File: src/rtl/mem_walker_stride_mc_pkg.sv
// mem_walker_pkg: shared definitions for the multi-channel strided address walker.
//   - DEF_* : default parameter values used by the top, channel and interface
//   - ch_w_f: channel-select width, max(1, clog2(n))
//   - sext_f: sign-extends the low w bits of a value to 64 bits; callers
//             truncate the result to their address width (ADDR_WIDTH <= 64)
package mem_walker_pkg;

  localparam int DEF_ADDR_WIDTH    = 48;
  localparam int DEF_ADDR_STRIDE_W = 16;
  localparam int DEF_LOOP_ID_W     = 5;
  localparam int DEF_NUM_CH        = 2;

  function automatic int ch_w_f(input int n);
    if (n <= 1) return 1;
    return $clog2(n);
  endfunction

  // Flip the sign bit and subtract its weight: a branch-free sign extension
  // for any field width w in 1..64.
  function automatic logic [63:0] sext_f(input logic [63:0] v, input int w);
    logic [63:0] msb;
    logic [63:0] mask;
    msb  = 64'd1 << (w - 1);
    mask = (msb << 1) - 64'd1;
    return ((v & mask) ^ msb) - msb;
  endfunction

endpackage

File: src/rtl/mem_walker_stride_mc_if.sv
// mem_walker_stride_mc_if: loop-controller / config / address-output bundle
// for the multi-channel walker.
//   master: loop controller + consumer side (drives base/loop/config/addr_out_ready)
//   slave : walker side (drives loop_index_ready, addr_out, addr_out_valid)
//
// Handshakes (both valid/ready, transfer on the rising edge where both are 1):
//   loop_index_valid/loop_index_ready : step request; ready = !addr_out_valid || addr_out_ready.
//   addr_out_valid/addr_out_ready     : once valid rises, addr_out stays stable and valid
//                                       stays high until the cycle ready is seen high.
// loop_init/enter/exit, loop_ctrl_done and config writes are single-cycle strobes
// that are always accepted.
interface mem_walker_stride_mc_if
  import mem_walker_pkg::*;
#(
  parameter int ADDR_WIDTH    = DEF_ADDR_WIDTH,
  parameter int ADDR_STRIDE_W = DEF_ADDR_STRIDE_W,
  parameter int LOOP_ID_W     = DEF_LOOP_ID_W,
  parameter int NUM_CH        = DEF_NUM_CH
) ();
  localparam int CH_W = ch_w_f(NUM_CH);

  logic [NUM_CH*ADDR_WIDTH-1:0] base_addr;
  logic                         loop_init;
  logic                         loop_enter;
  logic                         loop_exit;
  logic [LOOP_ID_W-1:0]         loop_index;
  logic                         loop_index_valid;
  logic                         loop_index_ready;
  logic                         loop_ctrl_done;
  logic                         cfg_addr_stride_v;
  logic [CH_W-1:0]              cfg_addr_stride_ch;
  logic [ADDR_STRIDE_W-1:0]     cfg_addr_stride;
  logic [NUM_CH*ADDR_WIDTH-1:0] addr_out;
  logic                         addr_out_valid;
  logic                         addr_out_ready;

  modport master (
    output base_addr, loop_init, loop_enter, loop_exit, loop_index,
           loop_index_valid, loop_ctrl_done, cfg_addr_stride_v,
           cfg_addr_stride_ch, cfg_addr_stride, addr_out_ready,
    input  loop_index_ready, addr_out, addr_out_valid
  );

  modport slave (
    input  base_addr, loop_init, loop_enter, loop_exit, loop_index,
           loop_index_valid, loop_ctrl_done, cfg_addr_stride_v,
           cfg_addr_stride_ch, cfg_addr_stride, addr_out_ready,
    output loop_index_ready, addr_out, addr_out_valid
  );
endinterface

File: src/rtl/mem_walker_stride_mc_channel.sv
// mem_walker_channel: one address stream of the walker.
//   Holds the stride table (written at an auto-incrementing pointer), the
//   per-loop save table, the current address and the update priority
//   init > exit > step. loop_enter always saves the pre-update address.
// Ports:
//   clk, reset      : clock, synchronous active-high reset (cur_addr, wp only)
//   base_addr       : address loaded by loop_init
//   loop_init/enter/exit, loop_index : loop events and the loop they refer to
//   step            : accepted iteration (already qualified by the handshake)
//   loop_ctrl_done  : returns the stride write pointer to 0
//   cfg_wr, cfg_stride : stride write for this channel
//   cur_addr        : current (pre-step) address
module mem_walker_channel
  import mem_walker_pkg::*;
#(
  parameter int ADDR_WIDTH    = DEF_ADDR_WIDTH,
  parameter int ADDR_STRIDE_W = DEF_ADDR_STRIDE_W,
  parameter int LOOP_ID_W     = DEF_LOOP_ID_W
) (
  input  logic                     clk,
  input  logic                     reset,
  input  logic [ADDR_WIDTH-1:0]    base_addr,
  input  logic                     loop_init,
  input  logic                     loop_enter,
  input  logic                     loop_exit,
  input  logic [LOOP_ID_W-1:0]     loop_index,
  input  logic                     step,
  input  logic                     loop_ctrl_done,
  input  logic                     cfg_wr,
  input  logic [ADDR_STRIDE_W-1:0] cfg_stride,
  output logic [ADDR_WIDTH-1:0]    cur_addr
);
  localparam int DEPTH = 1 << LOOP_ID_W;

  logic [ADDR_STRIDE_W-1:0] stride_q [DEPTH];
  logic [ADDR_STRIDE_W-1:0] stride_d [DEPTH];
  logic [ADDR_WIDTH-1:0]    save_q   [DEPTH];
  logic [ADDR_WIDTH-1:0]    save_d   [DEPTH];
  logic [ADDR_WIDTH-1:0]    cur_q, cur_d;
  logic [LOOP_ID_W-1:0]     wp_q, wp_d;
  logic [ADDR_WIDTH-1:0]    step_inc;

  // Reads the registered table, so a write this cycle is seen next cycle.
  always_comb begin
    step_inc = ADDR_WIDTH'(sext_f(64'(stride_q[loop_index]), ADDR_STRIDE_W));
  end

  // Stride table and write pointer. The pointer wraps naturally at DEPTH.
  always_comb begin
    stride_d = stride_q;
    wp_d     = wp_q;
    if (cfg_wr) begin
      stride_d[wp_q] = cfg_stride;
      wp_d           = wp_q + 1'b1;
    end
    if (loop_ctrl_done) wp_d = '0;
  end

  // Save table and current address. A losing step's increment is dropped;
  // its pre-step address is still emitted by the top level.
  always_comb begin
    save_d = save_q;
    if (loop_enter) save_d[loop_index] = cur_q;
    cur_d = cur_q;
    if (loop_init)      cur_d = base_addr;
    else if (loop_exit) cur_d = save_q[loop_index];
    else if (step)      cur_d = cur_q + step_inc;
  end

  always_ff @(posedge clk) begin
    if (reset) begin
      cur_q <= '0;
      wp_q  <= '0;
    end else begin
      cur_q <= cur_d;
      wp_q  <= wp_d;
    end
  end

  // Tables keep their contents across reset.
  always_ff @(posedge clk) begin
    stride_q <= stride_d;
    save_q   <= save_d;
  end

  assign cur_addr = cur_q;

endmodule

File: src/rtl/mem_walker_stride_mc.sv
// mem_walker_stride_mc: multi-channel strided address walker.
//   Generates NUM_CH mem_walker_channel instances, demuxes stride writes to
//   them, and owns the shared output register with valid/ready backpressure.
//   An accepted step registers every channel's pre-step address into
//   addr_out one cycle later.
// Ports:
//   clk   : clock
//   reset : synchronous active-high reset
//   bus   : mem_walker_stride_mc_if slave modport (loop events, config,
//           step handshake, address output handshake)
module mem_walker_stride_mc
  import mem_walker_pkg::*;
#(
  parameter int ADDR_WIDTH    = DEF_ADDR_WIDTH,
  parameter int ADDR_STRIDE_W = DEF_ADDR_STRIDE_W,
  parameter int LOOP_ID_W     = DEF_LOOP_ID_W,
  parameter int NUM_CH        = DEF_NUM_CH
) (
  input logic                   clk,
  input logic                   reset,
  mem_walker_stride_mc_if.slave bus
);
  logic                                 step_acc;
  logic                                 ready;
  logic [NUM_CH-1:0]                    cfg_wr;
  logic [NUM_CH-1:0][ADDR_WIDTH-1:0]    cur_addr;
  logic                                 valid_q, valid_d;
  logic [NUM_CH*ADDR_WIDTH-1:0]         addr_out_q, addr_out_d;

  always_comb begin
    ready    = !valid_q || bus.addr_out_ready;
    step_acc = bus.loop_index_valid && ready;
  end

  // Writes aimed at a channel that does not exist match no instance.
  always_comb begin
    cfg_wr = '0;
    for (int c = 0; c < NUM_CH; c++) begin
      cfg_wr[c] = bus.cfg_addr_stride_v && (int'(bus.cfg_addr_stride_ch) == c);
    end
  end

  for (genvar c = 0; c < NUM_CH; c++) begin : g_ch
    mem_walker_channel #(
      .ADDR_WIDTH   (ADDR_WIDTH),
      .ADDR_STRIDE_W(ADDR_STRIDE_W),
      .LOOP_ID_W    (LOOP_ID_W)
    ) u_ch (
      .clk           (clk),
      .reset         (reset),
      .base_addr     (bus.base_addr[c*ADDR_WIDTH +: ADDR_WIDTH]),
      .loop_init     (bus.loop_init),
      .loop_enter    (bus.loop_enter),
      .loop_exit     (bus.loop_exit),
      .loop_index    (bus.loop_index),
      .step          (step_acc),
      .loop_ctrl_done(bus.loop_ctrl_done),
      .cfg_wr        (cfg_wr[c]),
      .cfg_stride    (bus.cfg_addr_stride),
      .cur_addr      (cur_addr[c])
    );
  end

  // Output register: load on accept, hold while stalled, drop once consumed.
  always_comb begin
    valid_d    = valid_q;
    addr_out_d = addr_out_q;
    if (step_acc) begin
      valid_d    = 1'b1;
      addr_out_d = cur_addr;
    end else if (bus.addr_out_ready) begin
      valid_d    = 1'b0;
    end
  end

  always_ff @(posedge clk) begin
    if (reset) begin
      valid_q    <= 1'b0;
      addr_out_q <= '0;
    end else begin
      valid_q    <= valid_d;
      addr_out_q <= addr_out_d;
    end
  end

  assign bus.loop_index_ready = ready;
  assign bus.addr_out_valid   = valid_q;
  assign bus.addr_out         = addr_out_q;

endmodule

File: src/flat_wrapper.sv
// flat-port wrapper written by rule: the top's interface ports become plain ports
module mem_walker_stride_mc_flat import mem_walker_pkg::*;
#(
  parameter int ADDR_WIDTH    = DEF_ADDR_WIDTH,
  parameter int ADDR_STRIDE_W = DEF_ADDR_STRIDE_W,
  parameter int LOOP_ID_W     = DEF_LOOP_ID_W,
  parameter int NUM_CH        = DEF_NUM_CH
)
  (clk, reset, bus_base_addr, bus_loop_init, bus_loop_enter, bus_loop_exit, bus_loop_index, bus_loop_index_valid, bus_loop_ctrl_done, bus_cfg_addr_stride_v, bus_cfg_addr_stride_ch, bus_cfg_addr_stride, bus_addr_out_ready, bus_loop_index_ready, bus_addr_out, bus_addr_out_valid);
  mem_walker_stride_mc_if #(.ADDR_WIDTH(ADDR_WIDTH), .ADDR_STRIDE_W(ADDR_STRIDE_W), .LOOP_ID_W(LOOP_ID_W), .NUM_CH(NUM_CH)) bus_i ();
  input logic clk;
  input logic reset;
  input wire logic [$bits(bus_i.base_addr)-1:0] bus_base_addr;
  input wire logic [$bits(bus_i.loop_init)-1:0] bus_loop_init;
  input wire logic [$bits(bus_i.loop_enter)-1:0] bus_loop_enter;
  input wire logic [$bits(bus_i.loop_exit)-1:0] bus_loop_exit;
  input wire logic [$bits(bus_i.loop_index)-1:0] bus_loop_index;
  input wire logic [$bits(bus_i.loop_index_valid)-1:0] bus_loop_index_valid;
  input wire logic [$bits(bus_i.loop_ctrl_done)-1:0] bus_loop_ctrl_done;
  input wire logic [$bits(bus_i.cfg_addr_stride_v)-1:0] bus_cfg_addr_stride_v;
  input wire logic [$bits(bus_i.cfg_addr_stride_ch)-1:0] bus_cfg_addr_stride_ch;
  input wire logic [$bits(bus_i.cfg_addr_stride)-1:0] bus_cfg_addr_stride;
  input wire logic [$bits(bus_i.addr_out_ready)-1:0] bus_addr_out_ready;
  output wire logic [$bits(bus_i.loop_index_ready)-1:0] bus_loop_index_ready;
  output wire logic [$bits(bus_i.addr_out)-1:0] bus_addr_out;
  output wire logic [$bits(bus_i.addr_out_valid)-1:0] bus_addr_out_valid;
  assign bus_i.base_addr = bus_base_addr;
  assign bus_i.loop_init = bus_loop_init;
  assign bus_i.loop_enter = bus_loop_enter;
  assign bus_i.loop_exit = bus_loop_exit;
  assign bus_i.loop_index = bus_loop_index;
  assign bus_i.loop_index_valid = bus_loop_index_valid;
  assign bus_i.loop_ctrl_done = bus_loop_ctrl_done;
  assign bus_i.cfg_addr_stride_v = bus_cfg_addr_stride_v;
  assign bus_i.cfg_addr_stride_ch = bus_cfg_addr_stride_ch;
  assign bus_i.cfg_addr_stride = bus_cfg_addr_stride;
  assign bus_i.addr_out_ready = bus_addr_out_ready;
  assign bus_loop_index_ready = bus_i.loop_index_ready;
  assign bus_addr_out = bus_i.addr_out;
  assign bus_addr_out_valid = bus_i.addr_out_valid;
  mem_walker_stride_mc #(.ADDR_WIDTH(ADDR_WIDTH), .ADDR_STRIDE_W(ADDR_STRIDE_W), .LOOP_ID_W(LOOP_ID_W), .NUM_CH(NUM_CH)) u_core (.clk(clk), .reset(reset), .bus(bus_i));
endmodule
File: config.mk
export PLATFORM = sky130hd
export DESIGN_NAME = mem_walker_stride_mc_flat
export DESIGN_NICKNAME = d
export VERILOG_FILES = /design/src/rtl/mem_walker_stride_mc_pkg.sv /design/src/rtl/mem_walker_stride_mc_if.sv /design/src/rtl/mem_walker_stride_mc_channel.sv /design/src/rtl/mem_walker_stride_mc.sv /design/src/flat_wrapper.sv
export SDC_FILE = /design/constraint.sdc
export NUM_CORES = 2
export LEC_CHECK = 0
export ABC_AREA = 1
export CORE_MARGIN = 10
export CORE_UTILIZATION = 35
export CTS_BUF_LIST = sky130_fd_sc_hd__clkbuf_4 sky130_fd_sc_hd__clkbuf_8 sky130_fd_sc_hd__clkbuf_16
export CTS_CLUSTER_DIAMETER = 50
export DETAILED_ROUTE_END_ITERATION = 10
export RECOVER_POWER = 50
export SYNTH_ARGS = -nofsm -noshare
export SYNTH_HDL_FRONTEND = slang
export SYNTH_HIERARCHICAL = 1
export SYNTH_SLANG_ARGS = --single-unit
File: constraint.sdc
create_clock -name clk -period 10.8 [get_ports clk]
set_input_delay 3.24 -clock clk [delete_from_list [all_inputs] [get_ports clk]]
set_output_delay 3.24 -clock clk [all_outputs]
set_load 0.02 [all_outputs]
# Word level (Yosys, flattened, before mapping)
# Index checks and enable logic that the tools add are counted.
# W data, S select, Z words.
[totals]
register_bits = 4299
[classes]
addsub = 6
order_cmp = 6
n_mux = 30
bitwise_logic = 6
reduce_logical = 11
[ops]
columns = ["op", "count"]
rows = [
  ["$bwmux W1536", 2],
  ["$bwmux W512", 2],
  ["$mux W48", 11],
  ["$bmux W48 S5", 2],
  ["$demux W48 S5", 1],
  ["$bmux W16 S5", 2],
  ["$demux W16 S5", 2],
  ["$add A48 B48 Y48", 2],
  ["$mux W16", 6],
  ["$sub A16 B16 Y17 const B", 2],
  ["$ge A6 B6 Y1 const B", 3],
  ["$lt A6 B1 Y1 const B", 3],
  ["$not A5 Y6", 3],
  ["$add A5 B1 Y5 const B", 2],
  ["$logic_and A1 B1 Y1", 6],
  ["$not A1 Y1", 3],
  ["$reduce_bool A3 Y1", 1],
  ["$mux W1", 2],
  ["$reduce_bool A2 Y1", 1],
  ["$reduce_or A2 Y1", 1],
  ["$logic_not A1 Y1", 1],
  ["$logic_or A1 B1 Y1", 1],
]

# Logic depth before layout (Yosys ltp)
[logic_depth]
ltp_word = 10
ltp_mapped = 26
depth_no_buf = 24

# Hierarchy
# The synthesis kept the hierarchy.
[by_module_without_submodules]
columns = ["mod", "n_inst", "cells_each", "area_each_um2", "seq_area_each_um2"]
rows = [
  ["mem_walker_channel at u_core.g_ch[1].u_ch", 1, 5686, 82021.2, 62560.0],
  ["mem_walker_channel at u_core.g_ch[0].u_ch", 1, 5629, 81818.5, 62560.0],
  ["mem_walker_stride_mc", 1, 639, 4351.7, 1941.9],
]

# Worst setup path before layout
# No wires, ideal clock.
[synth_path]
kind = "input port to output port"
start = "input bus_addr_out_ready"
end = "output bus_loop_index_ready"
arrival_ps = 3666
required_ps = 7560
setup_slack_ps = 3894
path_stages = 4
n_path_buf = 2
path_cell_list = "inv_2 -> nand2_2 -> buf_6 -> buf_4"
[synth_between]
elab_chain_len = 1
[synth_lines]
columns = ["element", "line_no", "source"]
rows = [
  ["start, declared", "flat_wrapper.sv:23", "input wire logic [$bits(bus_i.addr_out_ready)-1:0] bus_addr_out_ready;"],
  ["$logic_or A1 B1 Y1", "mem_walker_stride_mc.sv:31", "ready = !valid_q || bus.addr_out_ready;"],
  ["end, declared", "flat_wrapper.sv:24", "output wire logic [$bits(bus_i.loop_index_ready)-1:0] bus_loop_index_ready;"],
]
# No other way between the ends.

# Final worst setup path
[layout_path]
start = "input bus_loop_index[4]"
end = "register u_core.g_ch[0].u_ch.cur_q[34]"
[layout_between]
elab_chain_len = 10
[layout_lines]
columns = ["element", "line_no", "source"]
rows = [
  ["start, declared", "flat_wrapper.sv:17", "input wire logic [$bits(bus_i.loop_index)-1:0] bus_loop_index;"],
  ["$not A5 Y6 (not written as such) *", "mem_walker_stride_mc_channel.sv:45, mem_walker_stride_mc_channel.sv:66", ""],
  ["$bmux W16 S5", "mem_walker_stride_mc_channel.sv:45", "step_inc = ADDR_WIDTH'(sext_f(64'(stride_q[loop_index]), ADDR_STRIDE_W));"],
  ["$mux W16 (not written as such) (2 in series)", "mem_walker_stride_mc_channel.sv:45", ""],
  ["$not A1 Y1 (no source line)", "--", ""],
  ["$sub A16 B16 Y17", "mem_walker_stride_mc_pkg.sv:25", "return ((v & mask) ^ msb) - msb;"],
  ["$add A48 B48 Y48", "mem_walker_stride_mc_channel.sv:67", "else if (step) cur_d = cur_q + step_inc;"],
  ["$mux W48", "mem_walker_stride_mc_channel.sv:67", ""],
  ["$mux W48 *", "mem_walker_stride_mc_channel.sv:66", "else if (loop_exit) cur_d = save_q[loop_index];"],
  ["$mux W48 *", "mem_walker_stride_mc_channel.sv:65", "if (loop_init) cur_d = base_addr;"],
  ["end signal, assigned", "mem_walker_stride_mc_channel.sv:75", "cur_q <= cur_d;"],
  ["end, declared", "mem_walker_stride_mc_channel.sv:39", "logic [ADDR_WIDTH-1:0] cur_q, cur_d;"],
]
# Mark *: on every way between the ends. The rest lies on a longest branch, timed or not. The select of a mux whose other input is x is not followed.
# A chain may end at the register's enable or synchronous reset.

==> impl_results.md <==
- Hold-fix buffer count after cts: 0
- Total routed wirelength: 553.0 mm
- Setup skew after layout: 0.08964 ns
- Critical Path End Type: flip-flop
- Count of buffer and inverter cells on the critical path: 4
- Violations in the final reports: max-capacitance violations, max-slew violations
- Final-layout worst hold slack: 0.4823 ns
- Async S/R FF share, synth: 0%
- Port Buffers: between 200 and 250
- Via-to-Cell Ratio: 5.625
- Standard-cell row count: 254
- Total cell area at the placement stage: 179300 sq um
- R2R Setup Slk: 5.99 ns
- Floorplan die area: 508700 sq um
- Outcome: finished, violations left
- Max Freq: 116.5 MHz
- Slowest cell on crit path: sky130_fd_sc_hd__clkdlybuf4s50_1
- Area of combinational cells with multiple inputs: 36620 sq um
- Number of filler instances in the final layout: 44.03k
- Required arrival time at the worst endpoint: 11.73 ns
- Leakage power figure: around 65 nW
- Ratio of cells with drive above 1 in the final layout: approximately a tenth
- Largest net degree at the start of global routing: 171
- Detail Placement HPWL: between 300 and 400 mm
- Synth Net Count: about 12k
- TritonCTS clock tree: yes
- Number of top-level pins: 225
- Detailed Routing Iterations Pass 1: 6
- Area growth syn-to-layout: 15.43%
- Wire length of the first global-routing pass: between 700 and 800 mm
- Relative max-transition margin: -148.4%
- Leading cell types in the layout, fill and taps excluded: sky130_fd_sc_hd__edfxtp_1 (4096), sky130_fd_sc_hd__nand2_1 (1977), sky130_fd_sc_hd__a22oi_1 (1940), sky130_fd_sc_hd__a21oi_1 (932), sky130_fd_sc_hd__nor2_1 (493)
- TNS Setup: 0 ns
- Number of global-route vias before repair: slightly above 100k
- CP Class: input pin to flip-flop
- Max-cap check violation count: 94
- #FFs+latches synth: 4299
- Setup violators final: 0
- Post-cts repair resize count: 0
- Chip Width: 713.2 um
- Insertion delay to the later sink of the worst-skew pair: 1.03 ns
- Number of violations reported at the end of detailed-routing iteration 0: 14.27k
- Antenna viol nets, final: 0
- Mapped Area: 168200 sq um
- Nets@finish: 12.60k
- Design area: 194100 sq um
- Number of max-slew violations in the final report: 3688
- Gpl congestion: 0.9743
- Clock buffers created by TritonCTS: 448
- Max H-tree Level: 5
- Dominant synthesized flop cell: sky130_fd_sc_hd__edfxtp_1
- Data arrival time at the worst-slack endpoint: 9.51 ns
- Startpoint kind of the worst setup timing path: input pin
- Starting utilization of the core area: 35.14%
- Post-CTS setup-driven buffer insertion count: 0
- RSZ-0062 raised after global routing: no
- Synth Area per Inst: approximately 14 sq um
- Delay contributed by the slowest stage of the critical path: a little under 1 ns
- Height of the die: between 700 and 800 um
- YS warnings: 6
- Synthesized instance count: 11.95k
- Cell variety after synth: 48
- Count of flip-flops with a built-in enable after synthesis: 4096
- DRC viols: 0
- Final worst-path cycle share: 79.46%
- Transition time at the pin with the least slew margin: 3.726 ns
- Number of antenna violations at the first check in global routing: 29
- Most frequent standard cell in the layout excluding fill and tap cells: sky130_fd_sc_hd__edfxtp_1
- Type of the most critical hold path: flip-flop to flip-flop
- Clock root buffer: sky130_fd_sc_hd__clkbuf_16
- Maximum resistive drop on vdd: 0.1607 mV
- Clock edge transition at the registers on the reported setup and hold paths: 0.06 ns
- Ordered cell list for the critical path: clkdlybuf4s50_1 -> buf_4 -> nor3_2 -> inv_2 -> buf_4 -> a21oi_1 -> nor4_1 -> nand4_1 -> ha_1 -> fa_1 -> nand2_1 -> nand3_1 -> nand3b_1 -> nand2_1 -> a21oi_1 -> o21ai_0 -> nand2_1 -> nand2_1 -> nand2_1 -> nand3_1 -> a21oi_1
- Hold violation total from the final report: 0
- Seq. cell area: 127100 sq um
- Pwr/cell area: 193.0 nW/um^2
- Number of clock sinks: 4299
- Overall global routing resource usage: 20.72%
- Clock Path Buffers: 4
- Clock period minus final worst setup slack: 8.582 ns
- Area of the placeable core: roughly 480000 sq um
- Biggest fanout along the worst timing path: 36
- Total via count in the routed design: 107.9k
- Cell class contributing the biggest share of worst-path delay: simple AND/OR/NAND/NOR gates
- Gr ovfl total: 0
- Worst path most repeated cell: sky130_fd_sc_hd__nand2_1
- Sequential share of the synthesized area: between 70% and 80%
- Avg WL per Cell: approximately 29 um
-- worst reg2reg max path, cell delays in order, from the launching register on --
cell and delay (ns):
sky130_fd_sc_hd__edfxtp_1 0.37, sky130_fd_sc_hd__a22oi_1 0.21, sky130_fd_sc_hd__a21oi_1 0.14, sky130_fd_sc_hd__nor4_1 0.72
sky130_fd_sc_hd__nand4_1 0.46, sky130_fd_sc_hd__ha_1 0.40, sky130_fd_sc_hd__fa_1 0.45, sky130_fd_sc_hd__nand2_1 0.09
sky130_fd_sc_hd__nand3_1 0.10, sky130_fd_sc_hd__nand3b_1 0.10, sky130_fd_sc_hd__nand2_1 0.18, sky130_fd_sc_hd__a21oi_1 0.50
sky130_fd_sc_hd__o21ai_0 0.34, sky130_fd_sc_hd__nand2_1 0.17, sky130_fd_sc_hd__nand2_1 0.06, sky130_fd_sc_hd__nand2_1 0.05
sky130_fd_sc_hd__nand3_1 0.17, sky130_fd_sc_hd__a21oi_1 0.20
-- Yosys cell counts, types with 79 or more instances --
library cell,instances,area [sq um]
sky130_fd_sc_hd__nand2_1,1977,7421
sky130_fd_sc_hd__a22oi_1,1940,14560
sky130_fd_sc_hd__ha_1,102,1276
sky130_fd_sc_hd__dfxtp_1,203,4064
sky130_fd_sc_hd__clkbuf_1,143,536.8
sky130_fd_sc_hd__a21oi_1,933,4669
sky130_fd_sc_hd__nor3_1,91,455.4
sky130_fd_sc_hd__inv_1,461,1730
sky130_fd_sc_hd__nand4_1,94,588.1
sky130_fd_sc_hd__o21ai_0,79,395.4
sky130_fd_sc_hd__buf_2,438,2192
sky130_fd_sc_hd__nor2_1,558,2095
sky130_fd_sc_hd__or2_2,139,869.6
sky130_fd_sc_hd__nand3_1,342,1712
sky130_fd_sc_hd__edfxtp_1,4096,123000
-- report_power, final --
| group | total (mW) | switching [mW] | leakage [nW] | internal (mW) |
|---|---|---|---|---|
| Combinational | 2.92 | 2.19 | 18.6 | 0.722 |
| Clock | 15.8 | 6.63 | 7.50 | 9.16 |
| Sequential | 18.8 | 0.118 | 38.9 | 18.7 |
-- worst paths after layout --
path / cells after the start / end / start
worst max-delay path: 21 / u_core/g_ch[0].u_ch/cur_addr[34] / bus_loop_index[4]
worst min-delay path: 2 / u_core/bus.addr_out[52] / u_core/bus.addr_out[52]
worst max register to register: 17 / u_core/g_ch[0].u_ch/cur_addr[34] / u_core/g_ch[0].u_ch/stride_q[64]
worst min register to register: 2 / u_core/bus.addr_out[52] / u_core/bus.addr_out[52]
-- registers in the layout, summed over array words and instances (netlist names) --
name                       cells
u_core/bus.addr_out           96
u_core/g_ch.u_ch/wp_q         10
u_core/g_ch.u_ch/cur_addr     96
u_core/bus.addr_out_valid      1
u_core/g_ch.u_ch/stride_q   1024
u_core/g_ch.u_ch/save_q     3072
-- area by class of cell --
class / instances / area share, %
Timing Repair Buffer: 625 / 2.742
Tap cell: 6400 / 4.125
Multi-Input combinational cell: 6503 / 18.86
Clock inverter: 282 / 1.493
Inverter: 487 / 0.9519
Sequential cell: 4299 / 65.45
Clock buffer: 561 / 6.355
Antenna cell: 18 / 0.02320
-- stage by stage --
stage	power [mW]	setup slack (ns)	utilization [%]	cells
6_report	37.47	2.218	40.56	19180
5_1_grt	38.53	2.079	40.56	19170
4_1_cts	37.62	2.377	40.65	19160
3_5_place_dp	21.99	1.304	37.46	18310
3_3_place_gp	21.97	1.300	37.46	18310
2_1_floorplan	20.64	3.894	-	11950
-- layer usage --
metal  global-route usage [%]  vias up  share of wire (%)
met5                        0        -              0.033
met4                    8.883       22                4.9
met3                    3.726     1012                9.1
met2                    32.46     5516                 46
met1                    28.40    54860                 40
li1                         -    46450                  -
-- logic make-up after synthesis --
logic type      share of synthesized area, %
xor+xnor                             0.04166
buf+inv                                3.025
simple gates                           8.231
fa+ha+maj                             0.7826
compound gates                         12.37
flops                                  75.55
No activity file was read; power rests on OpenSTA's default activity.
